## src/rtl/pipe_share_arbiter_pkg.sv

```systemverilog
// Shared definitions for the two-requester pipe sharing arbiter:
// requester identifiers and the tag that travels alongside each operand.
package pipe_share_arbiter_pkg;

  localparam logic REQ0 = 1'b0;
  localparam logic REQ1 = 1'b1;

  // One tag per datapath stage: whether the slot holds a live operation and who issued it
  typedef struct packed {
    logic valid;
    logic owner;
  } tag_t;

endpackage

```

## src/rtl/pipe_tag_delay.sv

```systemverilog
// Tag shift register that runs in lockstep with the shared datapath.
// Its depth equals the datapath latency, so the last stage describes
// exactly the result currently leaving the datapath.
module pipe_tag_delay
  import pipe_share_arbiter_pkg::*;
#(
  parameter int LATENCY = 9
) (
  input  logic clock,
  input  logic reset,
  input  tag_t d,
  output tag_t q
);

  tag_t stages [LATENCY];

  // Shift tags one stage per cycle; reset forgets every in-flight operation
  always_ff @(posedge clock) begin
    if (reset) begin
      for (int i = 0; i < LATENCY; i++) begin
        stages[i] <= '0;
      end
    end else begin
      stages[0] <= d;
      for (int i = 1; i < LATENCY; i++) begin
        stages[i] <= stages[i-1];
      end
    end
  end

  assign q = stages[LATENCY-1];

endmodule

```

## src/rtl/pipe_share_arbiter.sv

```systemverilog
// Round-robin arbiter sharing one fixed-latency, non-stallable datapath
// between two requesters. Grants at most one operand per cycle, remembers
// the owner of each operand in a parallel tag pipeline and steers each
// result back to its owner when it leaves the datapath.
module pipe_share_arbiter
  import pipe_share_arbiter_pkg::*;
#(
  parameter int LATENCY = 9,
  parameter int WIDTH   = 64
) (
  input  logic                         clock,
  input  logic                         reset,
  input  logic                         pause,
  input  logic                         req0_valid,
  input  logic [WIDTH-1:0]             req0_data,
  output logic                         req0_ready,
  input  logic                         req1_valid,
  input  logic [WIDTH-1:0]             req1_data,
  output logic                         req1_ready,
  output logic                         pipe_in_valid,
  output logic [WIDTH-1:0]             pipe_in,
  input  logic [WIDTH-1:0]             pipe_out,
  output logic                         resp0_valid,
  output logic [WIDTH-1:0]             resp0_data,
  output logic                         resp1_valid,
  output logic [WIDTH-1:0]             resp1_data,
  output logic [$clog2(LATENCY+1)-1:0] in_flight,
  output logic                         idle
);

  localparam int CW = $clog2(LATENCY+1);

  logic prio;
  logic fire0;
  logic fire1;
  logic fire;
  logic retire;
  tag_t issue_tag;
  tag_t retire_tag;

  // Grant logic: a requester is ready when it holds priority or the other side is quiet.
  // Reset holds both grants low so nothing is issued while state is being cleared.
  always_comb begin
    req0_ready    = !reset && !pause && (prio == REQ0 || !req1_valid);
    req1_ready    = !reset && !pause && (prio == REQ1 || !req0_valid);
    fire0         = req0_valid && req0_ready;
    fire1         = req1_valid && req1_ready;
    fire          = fire0 || fire1;
    pipe_in_valid = fire;
    pipe_in       = fire1 ? req1_data : req0_data;
    issue_tag       = '0;
    issue_tag.valid = fire;
    issue_tag.owner = fire1 ? REQ1 : REQ0;
  end

  // Priority passes to the other requester after every grant, giving 0,1,0,1 under contention
  always_ff @(posedge clock) begin
    if (reset) begin
      prio <= REQ0;
    end else if (fire0) begin
      prio <= REQ1;
    end else if (fire1) begin
      prio <= REQ0;
    end
  end

  pipe_tag_delay #(
    .LATENCY (LATENCY)
  ) u_tags (
    .clock (clock),
    .reset (reset),
    .d     (issue_tag),
    .q     (retire_tag)
  );

  // Results are steered by the tag leaving the last stage; data goes straight through
  always_comb begin
    retire      = retire_tag.valid;
    resp0_valid = retire && retire_tag.owner == REQ0;
    resp1_valid = retire && retire_tag.owner == REQ1;
    resp0_data  = pipe_out;
    resp1_data  = pipe_out;
    idle        = in_flight == '0;
  end

  // Occupancy count: an issue and a retire in the same cycle cancel out
  always_ff @(posedge clock) begin
    if (reset) begin
      in_flight <= '0;
    end else if (fire && !retire) begin
      in_flight <= in_flight + CW'(1);
    end else if (!fire && retire) begin
      in_flight <= in_flight - CW'(1);
    end
  end

endmodule
```

## config.mk

```make
export PLATFORM = sky130hd
export DESIGN_NAME = pipe_share_arbiter
export DESIGN_NICKNAME = d
export VERILOG_FILES = /design/src/rtl/pipe_share_arbiter_pkg.sv /design/src/rtl/pipe_tag_delay.sv /design/src/rtl/pipe_share_arbiter.sv
export SDC_FILE = /design/constraint.sdc
export NUM_CORES = 1
export LEC_CHECK = 0
export ABC_AREA = 0
export BUFFER_PORTS_ARGS = -buffer_cell sky130_fd_sc_hd__buf_2
export CAP_MARGIN = 20
export CORE_AREA = 2 2 154 156
export DETAILED_ROUTE_END_ITERATION = 10
export DIE_AREA = 0 0 156 158
export PLACE_DENSITY = 0.37
export SETUP_SLACK_MARGIN = 0.05
export SLEW_MARGIN = 20
export SYNTH_ARGS = -nofsm -noshare
export SYNTH_HDL_FRONTEND = slang
export SYNTH_SLANG_ARGS = --single-unit
```

## constraint.sdc

```tcl
create_clock -name clock -period 2.9 [get_ports clock]
set_input_delay 0.29 -clock clock [delete_from_list [all_inputs] [get_ports clock]]
set_output_delay 0.29 -clock clock [all_outputs]
set_load 0.01 [all_outputs]
```

==> summary.md, run 1 <==
| Metric | Value |
|---|---|
| Synth Warn # | `0` |
| Final wirelength | `8720 um` |
| Final setup fails | `0` |
| Vias in the first global route | `1877` |
| CP max FO | `36` |
| Final Critical Period | `2.43 ns` |
| Total power | `986 uW` |
| Initial Util | `0.119` |
| RSZ-0062 raised after global routing | `no` |
| Clock skew | `0.000730 ns` |
| H-tree levels | `1` |
| Primary FF master, synth | `dfxtp_1` |
| Site Rows | `56` |
| Required time worst endpoint | `2.61 ns` |
| MaxCap Viol Count | `0` |
| Io pins | `399` |
| Max Slew Vio Count | `0` |
| Synth Area in Adders | `0.0209` |
| Fin crit share | `0.837` |
| Core region area | `23100 um^2` |
| First-pass GRT wire length | `11400 um` |
| Number of diodes | `0` |
| Largest net degree at the start of global routing | `37` |
| Nets | `553` |
| Post-route DRC | `0` |
| Layout area overhead | `16.8%` |
| Multi-input gate area | `1230 um^2` |
| Dominant cells by area after synthesis | `buf_4, mux2_4, dfxtp_1` |
| Placed Area | `3130 um^2` |
| Initial antenna violation count | `4` |
| Final worst slack | `0.474 ns` |
| DR iter-0 viols | `54` |
| Setup tns final | `0 ns` |
| PwrDens | `307 nW/um^2` |
| Synth top cells by count | `buf_4, mux2_4, dfxtp_1, nor2b_1, mux2_2` |
| Max Clock Freq | `412 MHz` |
| Vias/cell | `3.03` |
| Routability cong. | `0.783` |
| Max-slew headroom | `0.652` |
| Min-Delay Path Class | `in2reg` |
| Crit start category | `flip-flop` |
| Measured slew at the worst slew-check pin | `0.522 ns` |
| Leading area contributor after synthesis | `buf_4` |
| Post-synthesis compound-gate area fraction | `0.0209` |
| Peak VDD IR | `0.000244 V` |
| Clk root buf | `clkbuf_16` |
| Leak | `0.00174 uW` |
| Async SR Flop Fraction | `0` |
| Fin. Hold Viols | `0` |
| Post-Synth XOR/XNOR Area | `0.00637` |
| Avg Cell Area, Syn | `9.93 um^2` |
| Setup slack at placement | `0.595 ns` |
| Synthesized flop and latch total | `23` |
| Die height | `158 um` |
| Mux cell area share after synthesis | `0.337` |
| Fin util | `0.139` |
| Synth top area share | `0.349` |
| Worst Setup End Kind | `output pin` |
| CTS clk-pin slew, worst paths | `0.06 ns` |
| Vias | `1945` |
| Die Width | `156 um` |
| Die Area | `24600 um^2` |
| Clock latency on the worst-skew pair | `0.25 ns` |
| Cts hold-fix bufs | `0` |
| Routed len/inst | `13.6 um` |
| Post-synthesis sequential area ratio | `0.167` |
| Largest family of logic cells by synthesized area | `buffers and inverters` |
| Total clock sinks | `23` |
| Synth unique cells | `25` |
| Cts repair resizes | `0` |
| Post-synth EDFFs | `0` |
| Layout cells sized above 1 | `0.792` |
| Most frequent cell after synthesis | `buf_4` |
| Fin area | `3210 um^2` |
| Filler instances | `2602` |
| Status | `finished clean` |
| IO buf count | `206` |
| CTS Buffer Depth | `2` |
| Post-Synthesis Cells | `277` |
| Simple-gate share of the synthesized area | `0.0610` |
| Worst EP arrival | `2.14 ns` |
| Gr usage total | `0.0624` |
| Register area | `460 um^2` |
| CP Class | `reg2out` |
| TritonCTS Buffers | `3` |
| Post-synth net total | `478` |
| Post-DRT Antenna Nets | `0` |
| Mapped cell area | `2750 um^2` |
| Drt pass-1 iters | `4` |
| GRT Residual Overflow | `0` |
| TritonCTS clock tree | `built` |
| Detailed placer's ending HPWL | `7780 um` |
| Postcts setup bufs | `0` |
-- kinds of logic after synthesis --
family	Yosys count
compound gates	8
xor+xnor	2
fa+ha+maj	4
buf+inv	143
flops	23
mux	66
simple gates	31
-- metrics by stage --
stage | instances | hold slack (ns)
final | 641 | 0.293
after detailed placement | 637 | 0.422
after CTS | 641 | 0.289
after global placement | 637 | 0.417
after global routing | 641 | 0.301
after floorplan | 277 | 0.362
-- layout by cell type, fill, tap and decap left out --
cell	count
mux2_2	16
a21oi_1	3
dfxtp_1	23
nor2b_1	17
nor3_1	2
nor4_1	1
nand3_1	1
ha_1	3
xnor2_1	1
a211oi_2	1
nand2_4	1
a211oi_1	2
nor2_1	8
mux2i_1	1
mux2_4	49
inv_1	5
xor2_1	1
a311oi_1	1
clkbuf_1	1
buf_4	1
buf_2	206
fa_1	1
buf_12	1
clkbuf_16	3
and2_1	1
a31oi_1	1
-- registers in the layout, summed over array words and instances (netlist names) --
register	flops
in_flight	4
prio	1
u_tags.stages	18
-- final timing paths --
kind / to / start / depth (start not counted) / slack (ns)
hold / removal: u_tags.stages[0][1] / pause / 2 / 0.29
setup / recovery: pipe_in[18] / prio / 6 / 0.47
hold reg to reg: u_tags.stages[0][2] / u_tags.stages[0][0] / 1 / 0.43
setup reg to reg: in_flight[3] / u_tags.stages[0][17] / 8 / 1.00
-- cell type report --
class                   count  share of cell area
flip-flops and latches     23               0.143
repair buffers            208               0.329
well taps                 290               0.113
inverters                   5             0.00584
multi-input cells         111               0.384
clock buffers               4              0.0245
-- critical path, stage by stage (launching register included) --
cell and delay, ns:
dfxtp_1 0.36, inv_1 0.06, a211oi_2 0.27, nand2_4 0.33, buf_12 0.32, mux2_4 0.33, buf_2 0.15
-- power breakdown --
part	total (uW)	internal, uW	leakage, uW	switching (uW)
Combinational	360	208	0.00151	153
Sequential	336	325	0.000187	11.1
Clock	290	187	0.0000382	103
Total	986	720	0.00174	266
-- per-layer routing --
metal	GRT usage	vias up	wire length [um]
met5	0	-	0
met4	0.0122	0	140
met3	0.0197	27	795
met2	0.117	163	4550
met1	0.0698	831	3230
li1	-	924	-
No activity file was read; power rests on OpenSTA's default activity.
==> inputs of run 2 (changes only) <==
--- a/config.mk
+++ b/config.mk
@@ -8,10 +8,10 @@
 export ABC_AREA = 0
 export BUFFER_PORTS_ARGS = -buffer_cell sky130_fd_sc_hd__buf_2
 export CAP_MARGIN = 20
-export CORE_AREA = 2 2 154 156
+export CORE_AREA = 2 2 153 155
 export DETAILED_ROUTE_END_ITERATION = 10
-export DIE_AREA = 0 0 156 158
-export PLACE_DENSITY = 0.37
+export DIE_AREA = 0 0 155 157
+export PLACE_DENSITY = 0.39
 export SETUP_SLACK_MARGIN = 0.05
 export SLEW_MARGIN = 20
 export SYNTH_ARGS = -nofsm -noshare
==> constraint.sdc (replaced) <==
create_clock -name clock -period 2.18 [get_ports clock]
set_input_delay 0.218 -clock clock [delete_from_list [all_inputs] [get_ports clock]]
set_output_delay 0.218 -clock clock [all_outputs]
set_load 0.01 [all_outputs]
==> run 2 against run 1 <==
Against the previous run:
- global-route usage is 0.084 points higher
- non-clock buffer count is 11 higher
- sequential share of layout area is 0.81 points lower
- register-to-register slack worse by 0.71 ns
- combinational power is 42% higher
==> summary.md, run 2 (synthesized netlist as in run 1, its figures left out) <==
| Metric | Value |
|---|---|
| Measured slew at the worst slew-check pin | `0.321 ns (-0.202 ns)` |
| First-pass GRT wire length | `11700 um (+3.0%)` |
| Largest Register | `u_tags.stages` |
| Setup tns final | `0 ns (unchanged)` |
| Clock latency on the worst-skew pair | `0.25 ns (about the same)` |
| Vias/cell | `3.10 (+2.3%)` |
| Largest net degree at the start of global routing | `35 (-5.4%)` |
| IO buf count | `206 (unchanged)` |
| Final Critical Period | `2.08 ns` |
| Crit path buf inv count | `4 (+1)` |
| CP Class | `reg2out` |
| Layout area overhead | `24.2%` |
| Initial antenna violation count | `4 (unchanged)` |
| Final setup fails | `0 (unchanged)` |
| Worst Setup End Kind | `output pin` |
| Vias | `2017 (+3.7%)` |
| Die Width | `155 um (-0.64%)` |
| Top delay family on crit path | `buffers and inverters` |
| Worst path max stage delay | `0.35 ns (about the same)` |
| Max FFs per register | `18 (unchanged)` |
| Largest regs | `u_tags.stages (18), in_flight (4), prio (1)` |
| Detailed placer's ending HPWL | `7800 um (+0.21%)` |
| Routability cong. | `0.821 (+4.8%)` |
| Fin crit share | `0.954` |
| Fin cells | `650 (+1.4%)` |
| TritonCTS Buffers | `3 (unchanged)` |
| MaxCap Viol Count | `0 (unchanged)` |
| DR iter-0 viols | `39 (-28%)` |
| Post-route DRC | `0 (unchanged)` |
| Fin. Hold Viols | `0 (unchanged)` |
| Core region area | `22500 um^2 (-2.4%)` |
| Final wirelength | `9470 um (+8.7%)` |
| Clk root buf | `clkbuf_16` |
| Total clock sinks | `23 (unchanged)` |
| Layout cells sized above 1 | `0.804 (+0.0124)` |
| Commonest non-fill, non-tap cells in the layout | `buf_2, mux2_4, dfxtp_1` |
| Worst setup startpoint | `prio` |
| Die Area | `24300 um^2 (-1.3%)` |
| HP Start | `pause` |
| Max Slew Vio Count | `0 (unchanged)` |
| Max Clock Freq | `481 MHz` |
| Status | `finished clean` |
| Worst EP arrival | `1.86 ns (-0.28 ns)` |
| Placed insts | `634 (-0.47%)` |
| Fin util | `0.152 (+0.0124)` |
| Peak VDD IR | `0.000376 V (+54%)` |
| Commonest non-fill, non-tap cell in the layout | `buf_2` |
| Nets | `565 (+2.2%)` |
| Total power | `1350 uW (+37%)` |
| Initial Util | `0.122 (+0.00291)` |
| CTS Buffer Depth | `2 (unchanged)` |
| Routed len/inst | `14.6 um (+7.2%)` |
| Gr usage total | `0.0633 (+0.000842)` |
| Vias in the first global route | `2058 (+9.6%)` |
| Reg2Reg Launch Point | `u_tags.stages[0][17]` |
| GRT Residual Overflow | `0 (unchanged)` |
| RSZ-0062 raised after global routing | `yes` |
| Min-Delay Path Class | `in2reg` |
| CTS clk-pin slew, worst paths | `0.06 ns (about the same)` |
| PwrDens | `395 nW/um^2 (+29%)` |
| Die height | `157 um (-0.63%)` |
| Crit start category | `flip-flop` |
| Required time worst endpoint | `1.96 ns (-0.65 ns)` |
| Drt pass-1 iters | `4 (unchanged)` |
| CP max FO | `8 (-78%)` |
| Leak | `0.00184 uW (+5.7%)` |
| Max-slew headroom | `0.786 (+0.134)` |
| Io pins | `399 (unchanged)` |
| CP Cell Sequence | `inv_1 > a211oi_4 > buf_4 > nand2_8 > clkbuf_16 > mux2_4 > buf_2` |
| TritonCTS clock tree | `built` |
| Clock skew | `0.00238 ns (+0.00165 ns)` |
| H-tree levels | `1 (unchanged)` |
| Site Rows | `55 (-1.8%)` |
| Post-DRT Antenna Nets | `0 (unchanged)` |
| CP max-delay cell | `dfxtp_2` |
[run 2: changes by cell type in the layout (fill, tap and decap cells not counted), sizes merged]
cell    before  now
clkbuf       4    7
buf        208  216
diode        0    2
nand2        1    2
[run 2: metrics by stage]
step / worst slack [ns] / area (um^2) / hold slack (ns)
detailed placement: 0.0815 / 3160 / 0.423
global route: 0.0291 / 3420 / 0.247
finish: 0.0997 / 3420 / 0.248
floorplan: 0.0510 / 2760 / 0.290
CTS: 0.0892 / 3250 / 0.215
global placement: 0.0802 / 3160 / 0.416
[run 2: final cells by class]
type	count	area [um^2]
antenna	2	5.00
clock buffer	4	78.8
fill	2532	19100
inverter	5	18.8
multi-input combinational	112	1270
sequential	23	462
tap	285	357
timing repair buffer	219	1230
[run 2: final timing paths]
check                                             to  slack [ns]  cells past startpoint
worst max-delay path                     pipe_in[19]         0.1                      7
worst min-delay path             u_tags.stages[0][1]        0.25                      2
worst max register to register          in_flight[3]        0.29                      8
worst min register to register  u_tags.stages[0][15]        0.43                      1
[run 2: routing by layer]
layer  routed length, um  track usage
met5                   0            0
met4                 293       0.0247
met3                 897       0.0253
met2                5080        0.120
met1                3200       0.0616
[run 2: where the power goes]
part / leakage, uW / internal [uW] / switching, uW
registers: 0.000187 / 433 / 14.6
clock network: 0.0000382 / 249 / 142
logic: 0.00161 / 296 / 215
total: 0.00184 / 978 / 371
[run 2: timing repair]
| item | in CTS | in global routing |
|---|---|---|
| cloned | 0 | 6 |
| endpoints found under the setup margin | 38 | 30 |
| hold buffers | 0 | 0 |
| pin swaps | 1 | 2 |
| gates resized for setup | 0 | 7 |
| buffers inserted | 2 | 2 |
